### config.mk
export PLATFORM = sky130hd
export DESIGN_NAME = hazard_scoreboard
export DESIGN_NICKNAME = d
export VERILOG_FILES = /design/src/rtl/hazard_scoreboard.sv
export SDC_FILE = /design/constraint.sdc
export NUM_CORES = 1
export LEC_CHECK = 0
export ABC_AREA = 1
export CAP_MARGIN = 20
export CORE_ASPECT_RATIO = 1.75
export CORE_MARGIN = 1
export CORE_UTILIZATION = 25
export CTS_BUF_LIST = sky130_fd_sc_hd__clkbuf_16
export CTS_CLUSTER_DIAMETER = 200
export CTS_CLUSTER_SIZE = 14
export DETAILED_ROUTE_END_ITERATION = 6
export PLACE_DENSITY = 0.59
export REMOVE_ABC_BUFFERS = 1
export SYNTH_ARGS = -nofsm -noshare
export SYNTH_HDL_FRONTEND = slang
export SYNTH_SLANG_ARGS = --single-unit
### constraint.sdc
create_clock -name clk -period 1.1 [get_ports clk]
set_input_delay 0.275 -clock clk [delete_from_list [all_inputs] [get_ports clk]]
set_output_delay 0.275 -clock clk [all_outputs]
set_load 0.05 [all_outputs]
### src/rtl/hazard_scoreboard.sv
// ============================================================================
//  Module   : hazard_scoreboard
//  Purpose  : Hazard and forwarding controller that sits beside Decode. It
//             keeps a shift-register scoreboard of in-flight destination
//             registers (entry 0 = EX ... entry DEPTH-1 = WB). From it, it
//             derives the EX operand forward selects, the branch-comparator
//             WB forward selects, and a load-use / branch-operand stall.
//  Ports    : clk, reset (async, active-high)
//             id_valid, id_rs1/id_rs2, id_rs1_used/id_rs2_used, id_rd,
//             id_regwrite, id_memread, id_branch, id_kill  -- Decode inputs
//             stall                 -- hold Fetch/Decode, bubble into EX
//             fwd1/fwd2 [FW_W]      -- 0 = register file, k+1 = entry k data
//             bfwd1/bfwd2           -- branch comparator takes WB data
//  Option   : HAZARD_PERF_CNT_EN adds cnt_clr (in) and stall_cnt[15:0] (out),
//             a saturating count of stalled cycles.
//  Revision : 1.0 - initial release
// ============================================================================
`default_nettype none

module hazard_scoreboard #(
  parameter int RA_W     = 3,
  parameter int DEPTH    = 3,
  parameter int LOAD_LAT = 1,
  parameter bit ZERO_REG = 1'b0,
  parameter int FW_W     = 2
) (
  input  logic            clk,
  input  logic            reset,
  input  logic            id_valid,
  input  logic [RA_W-1:0] id_rs1,
  input  logic [RA_W-1:0] id_rs2,
  input  logic            id_rs1_used,
  input  logic            id_rs2_used,
  input  logic [RA_W-1:0] id_rd,
  input  logic            id_regwrite,
  input  logic            id_memread,
  input  logic            id_branch,
  input  logic            id_kill,
`ifdef HAZARD_PERF_CNT_EN
  input  logic            cnt_clr,
  output logic [15:0]     stall_cnt,
`endif
  output logic            stall,
  output logic [FW_W-1:0] fwd1,
  output logic [FW_W-1:0] fwd2,
  output logic            bfwd1,
  output logic            bfwd2
);

  // --------------------------------------------------------------------------
  // Scoreboard entries: {v, rd, wr, ld}. Entry k is k+1 stages past Decode.
  // --------------------------------------------------------------------------
  logic [DEPTH-1:0] v_q,  v_d;
  logic [DEPTH-1:0] wr_q, wr_d;
  logic [DEPTH-1:0] ld_q, ld_d;
  logic [RA_W-1:0]  rd_q [DEPTH];
  logic [RA_W-1:0]  rd_d [DEPTH];

  // Result of resolving one source operand against the scoreboard.
  typedef struct packed {
    logic            fwd_ok;   // youngest match is reachable by the EX bypass
    logic            at_wb;    // youngest match sits in the last tracked stage
    logic            ld_early; // youngest match is a load whose data is not ready
    logic [FW_W-1:0] sel;      // EX forward select for this operand
  } look_t;

  look_t look1;
  look_t look2;

  // Priority search: scanning oldest to youngest and overwriting on each hit
  // leaves the youngest (lowest index) match in the result.
  function automatic look_t lookup(input logic [RA_W-1:0] addr,
                                   input logic            used);
    look_t r;
    r = '0;
    if (id_valid && used && !(ZERO_REG && (addr == '0))) begin
      for (int k = DEPTH - 1; k >= 0; k--) begin
        if (v_q[k] && wr_q[k] && (rd_q[k] == addr)) begin
          r.fwd_ok   = (k < DEPTH - 1);
          r.at_wb    = (k == DEPTH - 1);
          r.ld_early = ld_q[k] && (k < LOAD_LAT);
          // The last stage writes the register file through, so it reads as 0.
          r.sel      = (k < DEPTH - 1) ? FW_W'(k + 1) : '0;
        end
      end
    end
    return r;
  endfunction

  // --------------------------------------------------------------------------
  // Hazard resolution
  // --------------------------------------------------------------------------
  always_comb begin
    look1 = lookup(id_rs1, id_rs1_used);
    look2 = lookup(id_rs2, id_rs2_used);

    // Branches compare in Decode and only have a WB bypass, so any younger
    // producer forces a wait regardless of whether it is a load.
    stall = look1.ld_early | look2.ld_early |
            (id_branch & (look1.fwd_ok | look2.fwd_ok));

    fwd1  = look1.sel;
    fwd2  = look2.sel;
    bfwd1 = id_branch & look1.at_wb;
    bfwd2 = id_branch & look2.at_wb;
  end

  // --------------------------------------------------------------------------
  // Scoreboard shift. A stalled instruction is re-presented by Decode next
  // cycle, so it must not enter; a kill during a stall is ignored because the
  // stall already inserts the bubble and the jump decision was made on stale
  // operands.
  // --------------------------------------------------------------------------
  always_comb begin
    v_d     = v_q;
    wr_d    = wr_q;
    ld_d    = ld_q;
    rd_d    = rd_q;

    v_d[0]  = id_valid & ~stall & ~id_kill;
    wr_d[0] = id_regwrite;
    ld_d[0] = id_memread;
    rd_d[0] = id_rd;

    for (int k = 1; k < DEPTH; k++) begin
      v_d[k]  = v_q[k-1];
      wr_d[k] = wr_q[k-1];
      ld_d[k] = ld_q[k-1];
      rd_d[k] = rd_q[k-1];
    end
  end

  always_ff @(posedge clk or posedge reset) begin
    if (reset) begin
      v_q  <= '0;
      wr_q <= '0;
      ld_q <= '0;
      for (int k = 0; k < DEPTH; k++) begin
        rd_q[k] <= '0;
      end
    end else begin
      v_q  <= v_d;
      wr_q <= wr_d;
      ld_q <= ld_d;
      for (int k = 0; k < DEPTH; k++) begin
        rd_q[k] <= rd_d[k];
      end
    end
  end

`ifdef HAZARD_PERF_CNT_EN
  // --------------------------------------------------------------------------
  // Stall cycle counter: saturating, clear has priority over increment.
  // --------------------------------------------------------------------------
  logic [15:0] stall_cnt_q, stall_cnt_d;

  always_comb begin
    stall_cnt_d = stall_cnt_q;
    if (cnt_clr) begin
      stall_cnt_d = '0;
    end else if (stall && (stall_cnt_q != 16'hFFFF)) begin
      stall_cnt_d = stall_cnt_q + 16'd1;
    end
  end

  always_ff @(posedge clk or posedge reset) begin
    if (reset) begin
      stall_cnt_q <= '0;
    end else begin
      stall_cnt_q <= stall_cnt_d;
    end
  end

  assign stall_cnt = stall_cnt_q;
`endif

endmodule

`default_nettype wire

==> results of run 1 <==
-- synth_stat cells (all sizes together) --
library cell	n
a21oi	2
nor3b	2
nor3	1
xnor2	4
nand2	46
nand4	1
o21ai	4
inv	21
dfrtp	16
nand3	3
nor2	16
-- critical path, delay by kind of cell (launching register included) --
family          cells  cell delay [ps]
compound gates      2              290
simple gates        3              300
buf+inv             3              320
flops               1              320
-- worst paths after layout --
| check | startpoint | end | slack, ps | cells past startpoint |
|---|---|---|---|---|
| max | wr_q[2]$_DFF_PP0_ | bfwd1 | -660 | 8 |
| min | reset | rd_d[3]$_DFF_PP0_ | 330 | 3 |
| max reg2reg | rd_d[4]$_DFF_PP0_ | v_q[0]$_DFF_PP0_ | -300 | 11 |
| min reg2reg | wr_q[1]$_DFF_PP0_ | wr_q[2]$_DFF_PP0_ | 380 | 0 |
| max in group asynchronous | reset | ld_q[0]$_DFF_PP0_ | 590 | 3 |
| min in group clk | wr_q[1]$_DFF_PP0_ | wr_q[2]$_DFF_PP0_ | 380 | 0 |
-- final cells by class --
cell class                 instances  area (um2)  share of cell area, %
clock buffer                       3        75.1                   5.19
clock inverter                     1        3.75                  0.260
inverter                          21        78.8                   5.45
multi-input combinational         79         437                   30.2
sequential                        16         400                   27.7
tap                               43        53.8                   3.72
timing repair buffer              35         397                   27.4
-- stage by stage --
step | power [mW] | setup TNS (ps) | setup slack, ps
3_3_place_gp | 0.867 | -5820 | -830
3_5_place_dp | 0.872 | -5980 | -846
5_1_grt | 1.64 | -4970 | -723
2_1_floorplan | 0.746 | -4280 | -1010
4_1_cts | 1.59 | -4460 | -649
6_report | 1.57 | -4370 | -656
-- kinds of logic (layout without fill, tap and decap cells) --
logic type / Yosys count / in the layout / share of synthesized area, %
xor gates and xnor gates: 4 / 4 / 4.19
and+or+nand+nor: 69 / 69 / 34.9
buffers and inverters: 21 / 60 / 9.43
DFF: 16 / 16 / 47.9
AOI/OAI and AO/OA: 6 / 6 / 3.59
-- registers in the layout (all words and copies together), names as in the netlist --
register,flops
v_q,3
wr_q,3
ld_q,1
rd_d,6
rd_q,3
-- timing repair --
item | 4_1_cts | 5_1_grt
endpoints found under the setup margin | 8 | 8
hold endpoints to repair | 0 | 0
pin swaps | 4 | 14
buffers inserted | 1 | 1
gates resized for setup | 25 | 12
-- layer usage --
layer | up-vias | global-route usage (%)
met3 | 8 | 0
met4 | 0 | 10.3
met5 | - | 0
li1 | 425 | -
met2 | 23 | 23.4
met1 | 371 | 12.2
-- power by group --
part	switching [mW]	internal, mW	total (mW)
sequential	0.0226	0.621	0.643
combinational	0.121	0.117	0.238
clock	0.205	0.480	0.685
total	0.349	1.22	1.57
==> results.toml, run 1 <==
[sta]
min_period_ps = 1760
setup_slack_ps = -656
min_period_over_period_pct = 160
max_freq_ghz = 0.570
slew_headroom_pct = 85.5
finalSetupViolCount = 8
fin_worst_skew_ps = 1.61
finalHoldWorstSlack_ps = 331
drv_slew = 0
rsz0062_at_grt = "yes"
hold_viol = 0
tightest_slew_ps = 216

[logic_synthesis]
yosysWarnings = 0
seq_area_frac_synth_pct = 47.9
ys_ff_latch = 16
synth.area.top_cells = "dfrtp_1, nand2_1, inv_1"
synth.distinct_cells = 16
synth.avg_cell_area_um2 = 7.21
yosysTopAreaCellShare_pct = 47.9
syn_inst = 116
yosys.area.top_type = "dfrtp_1"
syn-cell-area_um2 = 836

[drt]
met2_length_um = 1180
antenna_left = 0
wl_met1_um = 690
highest_layer = "met4"
drt_iter0_drc = 5
wl_per_cell_um = 10.2
viasPerCell = 4.18
vias = 827
drc = 0
totalWireLength_um = 2030
route.met3.wl_um = 66
drt-pass1-iter-count = 2

[critical_path]
crit_fanout = 2
worstSetupEndpointType = "primary output"
path_common_cell = "nand2_1"
critPathKind = "flop to primary output"
path_cells = "nand2_1, inv_1, o21ai_0, a21oi_1, nand2_1, nor3_2, buf_4, buf_12"
cp.arrival_ps = 1480
cpPeakStageDelay_ps = 320
slowest_stage = "dfrtp_1"
critPathRequiredTime_ps = 820
worstSetupStartpointType = "flop"

[status]
outcome = "complete, but fails checks"
violations = "negative setup slack"

[global_route]
grt_pass1_wl_um = 3370
track_usage_pct = 12.8
antenna_found_initial = 0
grt_max_degree = 17
grt-ovfl-total = 0
grt_pass1_vias = 859

[place]
dpl.cell_count = 194
routabilityCongestion = 0.855
place_area_um2 = 1280
dp_hpwl_um = 1610
io_buffers = 24

[clock_tree]
clock_latency_ps = 240
clk_pin_slew_ps = 50
clock_path_buffers = 2
tritoncts = "yes"
htree_levels = 1
postCtsHoldBufs = 0
clockRootBuffer = "clkbuf_16"
cts_buffers = 3
cts_num_sinks = 16

[min_path]
hold_class = "input pin to async pin"

[layout]
fin_util_pct = 45.5
fin_area_um2 = 1450
mostFrequentLayoutCells = "nand2_1, dfrtp_1, inv_1, inv_2, clkdlybuf4s50_1"
num-fill-cells = 342
layout_commonest_cell = "nand2_1"
syn_to_final_growth_pct = 72.9
drive_above_1_share_pct = 34.8
n_antenna_cell = 0
fin_cells = 198
final_nets = 174

[floorplan]
die_h_um = 78.5
core-area_um2 = 3180
die_w_um = 45.7
start_util_pct = 26.3
rows = 27
top_level_ports = 25
die-area_um2 = 3590

[flow_run]
max-cap-violations = 0

[power]
peakVddDrop_mv = 0.931
power.density_nw_per_um2 = 1080
leakage_nw = 0.732
No activity file was read; power rests on OpenSTA's default activity.
==> inputs of run 2 (changes only) <==
- CORE_MARGIN: 1 -> 5
==> run 2 against run 1 <==
Effect of this change: the flow still finishes with violations (negative setup slack); sequential share of layout area is 0.66 points lower; clock skew barely moved; clock power fell by 3.1%; non-clock buffer count grew 2; combinational power increased by 11%; global-route usage shrank 1.9 points; utilization up 1.1 points; critical path depth rose by 1; die area increased by 29%; flip-flop and latch count stayed put; wire length increased by 12%; fmax rose by 1.6%; critical endpoint is now stall; largest cell class unchanged; highest routed layer unchanged.
==> results.toml, run 2 (same netlist as run 1, synthesis figures left out) <==
[layout]
num-fill-cells = 331
syn_to_final_growth_pct = 77.1
largest_reg_flops = 6
n_antenna_cell = 0
fin_area_um2 = 1480
drive_above_1_share_pct = 39.1
final_nets = 176
layout_commonest_cell = "nand2_1"
mostFrequentLayoutCells = "nand2_1, dfrtp_1, nand2_2, inv_1, buf_4"

[global_route]
grt_pass1_wl_um = 3810
grt_max_degree = 17
grt-ovfl-total = 0
track_usage_pct = 10.9
antenna_found_initial = 0
grt_pass1_vias = 955

[drt]
drc = 0
drt-pass1-iter-count = 3
drt_iter0_drc = 13
viasPerCell = 4.32
wl_per_cell_um = 11.4
vias = 860
antenna_left = 0
totalWireLength_um = 2270

[clock_tree]
cts_num_sinks = 16
htree_levels = 1
clock_path_buffers = 2
postCtsHoldBufs = 0
clock_latency_ps = 240
clk_pin_slew_ps = 40
clockRootBuffer = "clkbuf_16"
tritoncts = "yes"
cts_buffers = 3

[floorplan]
rows = 27
die-area_um2 = 4650
top_level_ports = 25
start_util_pct = 26.3
die_w_um = 53.7
core-area_um2 = 3180
die_h_um = 86.5

[status]
violations = "negative setup slack"
outcome = "complete, but fails checks"

[sta]
fin_worst_skew_ps = 1.81
finalSetupViolCount = 8
tightest_slew_ps = 197
hold_viol = 0
slew_headroom_pct = 86.9
min_period_over_period_pct = 157
setup_slack_ps = -629
rsz0062_at_grt = "yes"
drv_slew = 0
min_period_ps = 1730
max_freq_ghz = 0.578

[power]
p_total_mw = 1.57
leakage_nw = 0.748
power.density_nw_per_um2 = 1060
peakVddDrop_mv = 0.923

[critical_path]
crit_fanout = 4
cp.arrival_ps = 1450
worstSetupStartpointType = "flop"
critPathKind = "flop to primary output"
critPathRequiredTime_ps = 820
worstSetupEndpointType = "primary output"

[place]
place_area_um2 = 1290
dp_hpwl_um = 1850
routabilityCongestion = 0.910
io_buffers = 24

[min_path]
hold_class = "input pin to async pin"

[flow_run]
max-cap-violations = 0
==> run 2: cell count changes in the layout (fill, tap and decap cells not counted), sizes merged <==
cell | previous run | this run
buf | 17 | 19
clkinv | 1 | 0
==> run 2: critical path, cell delays in order (launching register included) <==
cell and delay, ps:
dfrtp_1 380, inv_1 70, nand2_1 60, nand2_1 60, nor2_2 120, nand2_2 90, nand2_2 120, nand2_2 70
nand3_2 100, buf_12 140
==> run 2: repair_timing <==
action	CTS	global route
buffers inserted	3	1
gates resized for setup	24	19
pin swaps	17	13
endpoints found under the setup margin	8	8
==> run 2: layout make-up <==
type | instances | area (um2) | share of cell area, %
Sequential cell | 16 | 400 | 27.0
Timing Repair Buffer | 37 | 404 | 27.3
Tap cell | 43 | 53.8 | 3.63
Inverter | 21 | 78.8 | 5.33
Multi-Input combinational cell | 79 | 468 | 31.6
Clock buffer | 3 | 75.1 | 5.07
==> run 2: worst paths after layout <==
kind / startpoint / end / slack, ps / depth (start not counted)
min in group clk: wr_q[0]$_DFF_PP0_ / wr_q[1]$_DFF_PP0_ / 380 / 0
setup reg to reg: rd_d[0]$_DFF_PP0_ / v_q[0]$_DFF_PP0_ / -250 / 8
hold reg to reg: wr_q[0]$_DFF_PP0_ / wr_q[1]$_DFF_PP0_ / 380 / 0
setup / recovery: rd_d[2]$_DFF_PP0_ / stall / -630 / 9
max in group asynchronous: reset / ld_q[0]$_DFF_PP0_ / 580 / 3
hold / removal: reset / rd_d[0]$_DFF_PP0_ / 340 / 3
==> run 2: where the power goes <==
group	internal [mW]	total [mW]	switching, mW
clock network	0.474	0.664	0.190
registers	0.621	0.646	0.0244
logic	0.127	0.263	0.136
==> run 2: metrics by stage <==
stage	hold slack (ps)	std cells	util, %	worst slack [ps]	setup TNS [ps]
floorplan	189	116	-	-1010	-4280
global route	382	199	46.6	-739	-5000
global placement	357	195	40.6	-800	-5830
CTS	348	198	44.7	-638	-4330
finish	343	199	46.6	-629	-4240
detailed placement	369	195	40.6	-827	-6010
==> run 2: per-layer routing <==
metal	GRT usage (%)	up-vias	part of all wire [%]
li1	-	422	-
met1	9.65	405	33
met2	20.6	24	58
met3	1.38	9	4.4
met4	7.91	0	4.3
met5	0	-	0
